## src/rtl/risc_mgmt_pkg.sv

```systemverilog
// Shared types for the RISC-MGMT dispatch controller: FSM states, the extension
// count limit and the owner index type.
package risc_mgmt_pkg;

  localparam int MAX_EXT = 16;
  localparam int OWNER_W = $clog2(MAX_EXT);

  typedef logic [OWNER_W-1:0] owner_idx_t;

  typedef enum logic [1:0] {
    IDLE,
    EXEC,
    MEM,
    DONE
  } dispatch_state_t;

endpackage

```

## src/rtl/rmgmt_prio_enc.sv

```systemverilog
// Lowest-index-wins priority encoder: returns the winning index, its one-hot
// form and whether any request bit was set.
module rmgmt_prio_enc
  import risc_mgmt_pkg::*;
#(
  parameter int N = 4
) (
  input  logic [N-1:0] req,
  output owner_idx_t   idx,
  output logic [N-1:0] onehot,
  output logic         any
);

  // NOTE: every output gets a default before the loop, otherwise the
  // combinational block would infer latches on the no-request path.
  always_comb begin
    idx    = '0;
    onehot = '0;
    any    = |req;
    // Walk downwards so the lowest set bit is the last (winning) assignment.
    for (int i = N - 1; i >= 0; i--) begin
      if (req[i]) begin
        idx       = owner_idx_t'(i);
        onehot    = '0;
        onehot[i] = 1'b1;
      end
    end
  end

endmodule

```

## src/rtl/risc_mgmt_dispatch.sv

```systemverilog
// Dispatch controller between the execute stage and NUM_EXT custom-instruction
// extensions: claims ownership, sequences EXEC/MEM/DONE and reports exceptions.
module risc_mgmt_dispatch
  import risc_mgmt_pkg::*;
#(
  parameter int NUM_EXT     = 4,
  parameter int WORD_W      = 32,
  parameter int TIMEOUT_CYC = 64
) (
  input  logic                    CLK,
  input  logic                    RST,
  input  logic                    insn_valid,
  input  logic                    if_ex_enable,
  input  logic [NUM_EXT-1:0]      ext_claim,
  input  logic [NUM_EXT-1:0]      ext_done,
  input  logic [NUM_EXT-1:0]      ext_exception,
  input  logic [NUM_EXT-1:0]      ext_req_mem,
  input  logic [NUM_EXT-1:0]      ext_mem_wen,
  input  logic [NUM_EXT*WORD_W-1:0] ext_mem_addr,
  input  logic [NUM_EXT*WORD_W-1:0] ext_mem_store,
  input  logic [NUM_EXT*WORD_W-1:0] ext_reg_wdata,
  input  logic [NUM_EXT*5-1:0]    ext_rsel_d,
  input  logic                    mem_busy,
  input  logic [WORD_W-1:0]       mem_load,
  output logic [NUM_EXT-1:0]      ext_start,
  output logic                    active_insn,
  output logic                    execute_stall,
  output logic                    mem_ren,
  output logic                    mem_wen,
  output logic [WORD_W-1:0]       mem_addr,
  output logic [WORD_W-1:0]       mem_store,
  output logic [WORD_W-1:0]       ext_mem_load,
  output logic                    reg_w,
  output logic [WORD_W-1:0]       reg_wdata,
  output logic [4:0]              rsel_d,
  output logic                    exception,
  output logic [NUM_EXT-1:0]      ex_cause,
  output logic                    timeout
);

  localparam int CNT_W = $clog2(TIMEOUT_CYC + 1);
  localparam logic [CNT_W-1:0] CNT_LAST = CNT_W'(TIMEOUT_CYC - 1);

  dispatch_state_t state_q, state_d;
  logic [CNT_W-1:0] cnt_q, cnt_d;
  owner_idx_t       owner_q, owner_d;
  logic [WORD_W-1:0] wdata_q, addr_q, store_q;
  logic [4:0]        rsel_q;
  logic              wen_q;
  logic              wb_ld, mem_ld, load_ld;

  owner_idx_t         claim_idx;
  logic [NUM_EXT-1:0] claim_oh;
  logic               claim_any;

  rmgmt_prio_enc #(.N(NUM_EXT)) u_prio_enc (
    .req    (ext_claim),
    .idx    (claim_idx),
    .onehot (claim_oh),
    .any    (claim_any)
  );

  // Owner's view of the extension bus; an unused owner_q value selects nothing.
  logic               own_done, own_exc, own_req, own_wen;
  logic [WORD_W-1:0]  own_addr, own_store, own_wdata;
  logic [4:0]         own_rsel;
  logic [NUM_EXT-1:0] owner_oh;

  always_comb begin
    own_done  = 1'b0;
    own_exc   = 1'b0;
    own_req   = 1'b0;
    own_wen   = 1'b0;
    own_addr  = '0;
    own_store = '0;
    own_wdata = '0;
    own_rsel  = '0;
    owner_oh  = '0;
    for (int i = 0; i < NUM_EXT; i++) begin
      if (owner_q == owner_idx_t'(i)) begin
        own_done    = ext_done[i];
        own_exc     = ext_exception[i];
        own_req     = ext_req_mem[i];
        own_wen     = ext_mem_wen[i];
        own_addr    = ext_mem_addr[i*WORD_W +: WORD_W];
        own_store   = ext_mem_store[i*WORD_W +: WORD_W];
        own_wdata   = ext_reg_wdata[i*WORD_W +: WORD_W];
        own_rsel    = ext_rsel_d[i*5 +: 5];
        owner_oh[i] = 1'b1;
      end
    end
  end

  always_comb begin
    state_d       = state_q;
    cnt_d         = cnt_q;
    owner_d       = owner_q;
    wb_ld         = 1'b0;
    mem_ld        = 1'b0;
    load_ld       = 1'b0;
    ext_start     = '0;
    active_insn   = 1'b0;
    execute_stall = 1'b0;
    mem_ren       = 1'b0;
    mem_wen       = 1'b0;
    mem_addr      = '0;
    mem_store     = '0;
    reg_w         = 1'b0;
    reg_wdata     = '0;
    rsel_d        = '0;
    exception     = 1'b0;
    ex_cause      = '0;
    timeout       = 1'b0;

    unique case (state_q)
      IDLE: begin
        // The start pulse is combinational from the decode hit, so hold it
        // off while reset is asserted to keep every output quiet.
        if (insn_valid && claim_any && !RST) begin
          ext_start     = claim_oh;
          execute_stall = 1'b1;
          owner_d       = claim_idx;
          cnt_d         = '0;
          state_d       = EXEC;
        end
      end

      EXEC: begin
        active_insn = 1'b1;
        if (own_exc) begin
          exception = 1'b1;
          ex_cause  = owner_oh;
          state_d   = IDLE;
        end else if (own_done) begin
          execute_stall = 1'b1;
          wb_ld         = 1'b1;
          state_d       = DONE;
        end else if (own_req) begin
          execute_stall = 1'b1;
          mem_ld        = 1'b1;
          state_d       = MEM;
        end else if (cnt_q == CNT_LAST) begin
          exception = 1'b1;
          timeout   = 1'b1;
          ex_cause  = owner_oh;
          state_d   = IDLE;
        end else begin
          execute_stall = 1'b1;
          cnt_d         = cnt_q + 1'b1;
        end
      end

      MEM: begin
        active_insn   = 1'b1;
        execute_stall = 1'b1;
        mem_ren       = !wen_q;
        mem_wen       = wen_q;
        mem_addr      = addr_q;
        mem_store     = store_q;
        if (!mem_busy) begin
          load_ld = 1'b1;
          state_d = EXEC;
        end
      end

      DONE: begin
        active_insn = 1'b1;
        reg_w       = 1'b1;
        reg_wdata   = wdata_q;
        rsel_d      = rsel_q;
        if (if_ex_enable) state_d = IDLE;
      end

      default: state_d = IDLE;
    endcase
  end

  // NOTE: sequential state uses non-blocking assignments only, so every
  // register samples the pre-edge value of its neighbours.
  always_ff @(posedge CLK or posedge RST) begin
    if (RST) begin
      state_q      <= IDLE;
      cnt_q        <= '0;
      owner_q      <= '0;
      wdata_q      <= '0;
      rsel_q       <= '0;
      addr_q       <= '0;
      store_q      <= '0;
      wen_q        <= 1'b0;
      ext_mem_load <= '0;
    end else begin
      state_q <= state_d;
      cnt_q   <= cnt_d;
      owner_q <= owner_d;
      if (wb_ld) begin
        wdata_q <= own_wdata;
        rsel_q  <= own_rsel;
      end
      if (mem_ld) begin
        addr_q  <= own_addr;
        store_q <= own_store;
        wen_q   <= own_wen;
      end
      if (load_ld) ext_mem_load <= mem_load;
    end
  end

endmodule
```

## config.mk

```make
export PLATFORM = sky130hd
export DESIGN_NAME = risc_mgmt_dispatch
export DESIGN_NICKNAME = d
export VERILOG_FILES = /design/src/rtl/risc_mgmt_pkg.sv /design/src/rtl/rmgmt_prio_enc.sv /design/src/rtl/risc_mgmt_dispatch.sv
export SDC_FILE = /design/constraint.sdc
export NUM_CORES = 1
export LEC_CHECK = 0
export CAP_MARGIN = 20
export CORE_AREA = 2 2 236 238
export DETAILED_ROUTE_END_ITERATION = 7
export DIE_AREA = 0 0 238 240
export PLACE_DENSITY = 0.42
export SETUP_SLACK_MARGIN = 0.15
export SYNTH_ARGS = -nofsm -noshare
export SYNTH_HDL_FRONTEND = slang
export SYNTH_HIERARCHICAL = 1
export SYNTH_SLANG_ARGS = --single-unit
```

## constraint.sdc

```tcl
create_clock -name CLK -period 19.8 [get_ports CLK]
set_input_delay 4.95 -clock CLK [delete_from_list [all_inputs] [get_ports CLK]]
set_output_delay 4.95 -clock CLK [all_outputs]
set_load 0.02 [all_outputs]
```

==> results.toml, run 1 <==
[timing]
clock.fmax_ghz = 0.0789
setup_viol = 0
grt_setup_unrepaired = "false"
clock_skew_ns = 0.0121
whs_ns = 0.470
drv_slew = 0
fin_setup_tns_ns = 0
relSlewSlack = 0.379
post-route-min-period_ns = 12.68
fin_crit_sh = 0.640
hold_viol = 0
tightest_slew_ns = 0.932

[yosys]
ys_seq_area_frac = 0.395
syn_area_um2 = 9320
synth_top_area_cell = "dfrtp_1"
synth_area_leaders = "dfrtp_1, mux4_2, nand2_1"
synth_top_area_share = 0.395
netlist_top_cells_count = "nand2_1, dfrtp_1, o21ai_0"
syn_avg_cell_area_um2 = 10.5
async_flop_share = 1.00
yosys_warnings = 6
ys.flop_type = "dfrtp_1"
syn_inst = 886
synth-seq-cells = 147
synth_edf_count = 0
synthMostInstantiatedCell = "nand2_1"
ys_types = 41

[run_status]
outcome = "completed"

[global_route]
grt_max_degree = 106
grt_pass1_wl_mm = 63.3
grt_pass1_vias = 9459
gr-total-overflow = 0
grt_usage = 0.152
antenna_found_initial = 7

[route]
routedWlPerCell_um = 20.5
drcViolationCount = 0
dr.pass1.iters = 4
drtIter0Drc = 371
drtAntennaViolNets = 0
drt-total-wl_mm = 44.3
num_vias = 9017
routed_via_density = 4.16

[clock_tree]
cts_hold_buf = 0
clkLatencyLatePin_ns = 0.48
cts_setup_buffers = 0
cts_made_buffers = 17
cts.sinks = 147
root_buffer = "clkbuf_16"
cts-root-to-sink-buffers = 2
cts_tree = "built"
cts_resized = 0
cts.clk_slew.worst_paths_ns = 0.06
cts_max_level = 4

[place]
placed_area_um2 = 16100
portBuffers = 608
dp_hpwl_mm = 34.6
place_congestion = 0.786

[worst_hold_path]
hold_path.class = "reg2reg"
worstHoldStart = "addr_q[5]$_DFFE_PP0P_"

[die]
initial_utilization = 0.171
ios = 609
die-height_um = 240
dieArea_um2 = 57100
core_um2 = 54700
row_count = 86
die_w_um = 238

[final_layout]
nNetsFinal = 1906
syn_to_final_growth_pct = 78.8
drive_gt1_frac = 0.137
final_area_um2 = 16700

[power_and_ir_drop]
leakage_nw = 6.40
switching_share = 0.403
power_density_nw_per_um2 = 103
p_switching_uw = 690
p_int_mw = 1.02
irDropWorstVdd_mv = 0.0724
seqPwrFrac = 0.275
pwr-share-comb = 0.526
pwr-share-clk = 0.199

[critical_path]
reg2reg_from = "owner_q[0]$_DFFE_PP0P_"
end_kind = "primary output"
startpoint_type = "input port"
path_class = "in2out"
crit_path_start = "RST"
worstPathRequired_ns = 14.85
arrival_ns = 7.73
crit_fanout = 44

[run]
drv_cap = 0
-- metal layers --
| layer | vias to the layer above | track usage | part of all wire |
|---|---|---|---|
| met5 | - | 0 | 0.00081 |
| met4 | 6 | 0.0489 | 0.017 |
| met3 | 35 | 0.0564 | 0.079 |
| met2 | 311 | 0.262 | 0.50 |
| met1 | 4372 | 0.175 | 0.40 |
| li1 | 4293 | - | - |
-- kinds of logic (layout without fill, tap and decap cells) --
group | Yosys count | count (layout) | synth area share
and+or+nand+nor | 377 | 377 | 0.190
DFF | 147 | 147 | 0.395
muxes | 143 | 143 | 0.298
AOI/OAI and AO/OA | 128 | 128 | 0.0745
buffers and inverters | 89 | 659 | 0.0408
adders and majority gates | 1 | 1 | 0.00134
other | 1 | 6 | 0.000402
-- per-stage QoR --
step	setup WS (ns)	utilization	cells	power [mW]
finish	7.12	0.305	2165	1.71
global route	6.88	0.305	2162	1.84
CTS	7.04	0.305	2161	1.76
detailed placement	7.06	0.294	2129	1.41
global placement	7.12	0.294	2129	1.40
floorplan	5.30	-	887	1.02
-- power by group through the flow --
| stage | combinational [mW] | sequential [mW] | clock [mW] |
|---|---|---|---|
| final | 0.899 | 0.470 | 0.340 |
| after global routing | 0.983 | 0.487 | 0.367 |
| after CTS | 0.930 | 0.474 | 0.359 |
| after detailed placement | 0.927 | 0.480 | 0 |
| after global placement | 0.922 | 0.476 | 0 |
| after floorplan | 0.542 | 0.482 | 0 |
-- state kept, by name, indices dropped and copies added (netlist names) --
signal	count
addr_q	32
ext_mem_load	32
store_q	32
wdata_q	32
cnt_q	7
rsel_q	5
owner_q	4
state_q	2
wen_q	1
-- path summary, 6_finish.rpt --
path | slack (ns) | to | depth (start not counted)
setup / recovery | 7.12 | ext_start[2] | 6
hold / removal | 0.47 | addr_q[5]$_DFFE_PP0P_ | 2
setup reg to reg | 16.14 | addr_q[19]$_DFFE_PP0P_ | 6
hold reg to reg | 0.47 | addr_q[5]$_DFFE_PP0P_ | 2
max in group asynchronous | 13.53 | owner_q[0]$_DFFE_PP0P_ | 3
min in group asynchronous | 4.86 | addr_q[6]$_DFFE_PP0P_ | 2
-- cells in the final DEF (no fill, tap or decap), types with 6 or more instances in the layout --
cell type and instances:
mux4_2 104, clkdlybuf4s50_1 608, clkbuf_16 17, dfrtp_1 145, o21ai_0 105, inv_6 6
nand2_1 220, and3_1 38, mux2_2 37, and2_1 72, nand3_1 7, nor2_1 12
buf_4 15
-- layout make-up --
cell class                 instances  area (µm²)
antenna                            4        10.0
clock buffer                      17         425
clock inverter                    15         160
fill                            5677       38000
inverter                           4        20.0
multi-input combinational        651        5280
sequential                       147        3690
tap                              704         881
timing repair buffer             623        6200
-- worst max-delay path, cell delays in order --
cell,delay (ns)
clkdlybuf4s50_1,0.47
inv_6,0.36
a31oi_1,0.39
nor2_1,0.60
and2_1,0.28
clkdlybuf4s50_1,0.62
(Power assumes the default switching activity.)
==> run 2: changes to the inputs <==
- PLACE_DENSITY: 0.42 -> 0.44
- clock period: 19.8 -> 10.8 ns (I/O delays scaled with it)
==> run 2 against run 1 <==
Against the previous run: routed wire length down 4.9%; register-to-register slack lost 8.8 ns; via count hardly changed; critical path type unchanged; critical endpoint is now ex_cause[2]; largest power group unchanged.
==> results.toml, run 2 (synthesized netlist as in run 1, its figures left out) <==
[run_status]
outcome = "completed"

[final_layout]
layout_common_cells = "clkdlybuf4s50_1, nand2_1, dfrtp_1"
instances_no_fill = 2161
final_common_cell = "clkdlybuf4s50_1"
final_util = 0.306
final_area_um2 = 16700
nNetsFinal = 1906
drive_gt1_frac = 0.135
diodes = 0
syn_to_final_growth_pct = 79.5

[global_route]
grt_usage = 0.146
grt_pass1_vias = 9797
antenna_found_initial = 1
grt_max_degree = 102
grt_pass1_wl_mm = 61.6
gr-total-overflow = 0

[critical_path]
end_kind = "primary output"
arrival_ns = 5.51
crit_path_max_incr_delay_ns = 0.64
crit_path_frequent_cell = "clkdlybuf4s50_1"
cp_top_family = "buffers and inverters"
crit_fanout = 4
path_class = "in2out"
crit_chain = "clkdlybuf4s50_1 -> mux4_2 -> o21ai_1 -> nand2_1 -> a311o_1 -> nor3b_1 -> clkdlybuf4s50_1"
crit_buf_inv = 2
worstPathRequired_ns = 8.10
critPathSlowestCell = "clkdlybuf4s50_1"
startpoint_type = "input port"

[clock_tree]
clkLatencyLatePin_ns = 0.47
cts_tree = "built"
cts_hold_buf = 0
cts_setup_buffers = 0
cts_made_buffers = 17
cts.sinks = 147
cts_resized = 0
cts-root-to-sink-buffers = 2
cts_max_level = 4
root_buffer = "clkbuf_16"
cts.clk_slew.worst_paths_ns = 0.06

[power_and_ir_drop]
power_density_nw_per_um2 = 191
leakage_nw = 6.41
irDropWorstVdd_mv = 0.119

[timing]
relSlewSlack = 0.415
hold_viol = 0
fin_setup_tns_ns = 0
fin_crit_sh = 0.760
tightest_slew_ns = 0.878
whs_ns = 0.469
setup_viol = 0
clock_skew_ns = 0.0142
drv_slew = 0
clock.fmax_ghz = 0.122
grt_setup_unrepaired = "false"
post-route-min-period_ns = 8.21

[place]
placed_area_um2 = 16100
dp_hpwl_mm = 33.0
place_congestion = 0.763
dpl.cell_count = 2129
portBuffers = 608

[route]
drtIter0Drc = 288
highest_layer = "met4"
wirelength_met1_mm = 16.7
routed_via_density = 4.17
dr.pass1.iters = 4
wl_met2_mm = 22.0
wl_met3_mm = 2.98
routedWlPerCell_um = 19.5
drt-total-wl_mm = 42.2
drcViolationCount = 0
drtAntennaViolNets = 0
num_vias = 9016

[die]
initial_utilization = 0.171
die-height_um = 240
ios = 609
dieArea_um2 = 57100
row_count = 86
core_um2 = 54700
die_w_um = 238

[run]
drv_cap = 0

[worst_hold_path]
hold_path.class = "reg2reg"
-- run 2: per-layer routing --
layer,vias up,GRT usage
met3,25,0.0432
met4,0,0.0377
met5,-,0
met1,4365,0.169
met2,332,0.263
li1,4294,-
-- run 2: path summary, 6_finish.rpt --
kind | end | depth (start not counted) | slack (ns) | startpoint
setup / recovery | ex_cause[2] | 7 | 2.59 | ext_done[3]
hold / removal | store_q[19]$_DFFE_PP0P_ | 2 | 0.47 | store_q[19]$_DFFE_PP0P_
setup reg to reg | addr_q[16]$_DFFE_PP0P_ | 6 | 7.32 | owner_q[0]$_DFFE_PP0P_
hold reg to reg | store_q[19]$_DFFE_PP0P_ | 2 | 0.47 | store_q[19]$_DFFE_PP0P_
max in group asynchronous | ext_mem_load[30]$_DFFE_PP0P_ | 3 | 6.95 | RST
min in group asynchronous | addr_q[17]$_DFFE_PP0P_ | 2 | 2.63 | RST
-- run 2: power by group --
group          switching [mW]  total, mW  internal [mW]
registers               0.164      0.893          0.729
clock network           0.261      0.677          0.416
logic                   0.805       1.62          0.816
-- run 2: worst register-to-register path: stages, from the launching register on --
cell,delay (ns)
dfrtp_4,0.96
mux4_2,0.70
nor2b_1,0.16
nand4_1,0.08
buf_4,0.36
buf_4,0.77
o21ai_0,0.27
-- run 2: cell type report --
cell class / instances / area [µm²]
fillers: 5681 / 37900
repair buffers: 623 / 6210
multi-input cells: 651 / 5280
flip-flops and latches: 147 / 3690
well taps: 704 / 881
clock buffers: 20 / 447
clock inverters: 12 / 203
inverters: 4 / 20.0
-- run 2: stage by stage --
stage	setup slack, ns	total power, mW
detailed placement	2.63	2.57
global placement	2.65	2.57
CTS	2.60	3.28
floorplan	0.803	1.88
finish	2.59	3.19
global route	2.43	3.43
==> run 3: changes to the inputs <==
- clock period: 10.8 -> 7.5 ns (I/O delays scaled with it)
==> run 3 against run 2 <==
Against the previous run: non-clock buffer count decreased by 3; routed wire length decreased by 1.9%; clock power increased by 34%; cell area decreased by 0.30%; critical path depth unchanged; register-to-register slack got worse by 3.3 ns; sequential power increased by 42%; clock skew decreased by 0.0072 ns; core utilization decreased by 0.091 points; flip-flop and latch count unchanged; first-iteration DRC count increased by 60%; via count decreased by 0.59%.
==> results.toml, run 3 (synthesized netlist as in run 1, its figures left out) <==
[power_and_ir_drop]
pwr-share-comb = 0.516
seqPwrFrac = 0.282
power_density_nw_per_um2 = 270
switching_share = 0.390
p_int_mw = 2.75
leakage_nw = 6.39
p_switching_mw = 1.76
irDropWorstVdd_mv = 0.202
pwr-share-clk = 0.202

[critical_path]
startpoint_type = "input port"
r2r_slack_ns = 4.06
reg2regPathDepth = 6
reg2reg_from = "owner_q[1]$_DFFE_PP0P_"
r2r-end = "state_q[0]$_DFFE_PP0P_"
crit_path_start = "ext_done[3]"
path_class = "in2out"
endpoint = "ex_cause[2]"
worstPathRequired_ns = 5.62
arrival_ns = 4.61
end_kind = "primary output"
crit_fanout = 4

[timing]
tightest_slew_ns = 1.01
drv_slew = 0
grt_setup_unrepaired = "false"
post-route-min-period_ns = 6.48
hold_viol = 0
relSlewSlack = 0.323
setup_viol = 0
fin_crit_sh = 0.864
clock.fmax_ghz = 0.154
fin_setup_tns_ns = 0
clock_skew_ns = 0.00700

[route]
routed_via_density = 4.15
dr.pass1.iters = 4
drt-total-wl_mm = 41.4
drtIter0Drc = 462
routedWlPerCell_um = 19.2
drtAntennaViolNets = 0
drcViolationCount = 0
num_vias = 8963

[worst_hold_path]
hold_path.class = "reg2reg"

[clock_tree]
cts.sinks = 147
cts-root-to-sink-buffers = 2
cts_setup_buffers = 0
cts_tree = "built"
clkLatencyLatePin_ns = 0.47
cts_max_level = 4
cts_resized = 0
cts.clk_slew.worst_paths_ns = 0.06
cts_made_buffers = 17
root_buffer = "clkbuf_16"
cts_hold_buf = 0

[global_route]
grt_pass1_vias = 9456
grt_pass1_wl_mm = 60.3
gr-total-overflow = 0
grt_max_degree = 131
grt_usage = 0.143
antenna_found_initial = 2

[die]
core_um2 = 54700
die_w_um = 238
initial_utilization = 0.171
row_count = 86
ios = 609
dieArea_um2 = 57100
die-height_um = 240

[final_layout]
final_common_cell = "clkdlybuf4s50_1"
seq_area_um2 = 3690
syn_to_final_growth_pct = 79.0
nNetsFinal = 1903
fillers = 5689
final_util = 0.305
drive_gt1_frac = 0.134
multiInputGateArea_um2 = 5290
layout_common_cells = "clkdlybuf4s50_1, nand2_1, dfrtp_1"
diodes = 0

[place]
dp_hpwl_mm = 32.3
portBuffers = 608
place_congestion = 0.792

[run_status]
outcome = "completed"

[run]
drv_cap = 0
run 3: worst min-delay path by stage:
| stage | from | end | slack [ns] | depth (start not counted) |
|---|---|---|---|---|
| 2_1_floorplan | addr_q[0]$_DFFE_PP0P_ | addr_q[0]$_DFFE_PP0P_ | 0.44 | 2 |
| 3_3_place_gp | rsel_q[2]$_DFFE_PP0P_ | rsel_q[2]$_DFFE_PP0P_ | 0.45 | 2 |
| 3_5_place_dp | addr_q[5]$_DFFE_PP0P_ | addr_q[5]$_DFFE_PP0P_ | 0.46 | 2 |
| 4_1_cts | wdata_q[26]$_DFFE_PP0P_ | wdata_q[26]$_DFFE_PP0P_ | 0.48 | 2 |
| 5_1_grt | addr_q[4]$_DFFE_PP0P_ | addr_q[4]$_DFFE_PP0P_ | 0.49 | 2 |
| 6_report | addr_q[26]$_DFFE_PP0P_ | addr_q[26]$_DFFE_PP0P_ | 0.47 | 2 |
run 3: power by group through the flow:
stage / registers, mW / logic, mW / clock network [mW]
2_1_floorplan: 1.27 / 1.43 / 0
3_3_place_gp: 1.28 / 2.39 / 0
5_1_grt: 1.32 / 2.55 / 0.983
4_1_cts: 1.28 / 2.40 / 0.955
6_report: 1.27 / 2.33 / 0.909
3_5_place_dp: 1.29 / 2.39 / 0
run 3: area by class of cell:
type / instances / share of cell area
clock buffers: 18 / 0.0257
well taps: 704 / 0.0528
flip-flops and latches: 147 / 0.221
repair buffers: 620 / 0.372
inverters: 4 / 0.00113
multi-input cells: 651 / 0.317
clock inverters: 14 / 0.0106
run 3: worst max-delay path, stage by stage:
cell             delay [ns]
clkdlybuf4s50_1        0.42
mux4_2                 0.52
o21ai_1                0.22
nand2_1                0.15
a311o_1                0.53
nor3b_1                0.25
clkdlybuf4s50_1        0.63
run 3: stage by stage:
stage	cell area [µm²]	hold slack (ns)	setup slack [ns]	total power, mW	cells
after global placement	16100	0.454	1.09	3.67	2126
final	16700	0.470	1.02	4.51	2158
after detailed placement	16100	0.462	1.05	3.68	2126
after CTS	16700	0.476	1.04	4.63	2158
after global routing	16700	0.495	0.904	4.85	2158
after floorplan	9330	0.442	0.313	2.70	887
run 3: layer usage:
layer,share of wire,GRT usage,vias up,wire length (µm)
met3,0.063,0.0363,36,2590
met1,0.41,0.170,4304,16800
met4,0.015,0.0443,0,626
met2,0.52,0.251,339,21400
met5,0,0,-,0
li1,-,-,4284,-
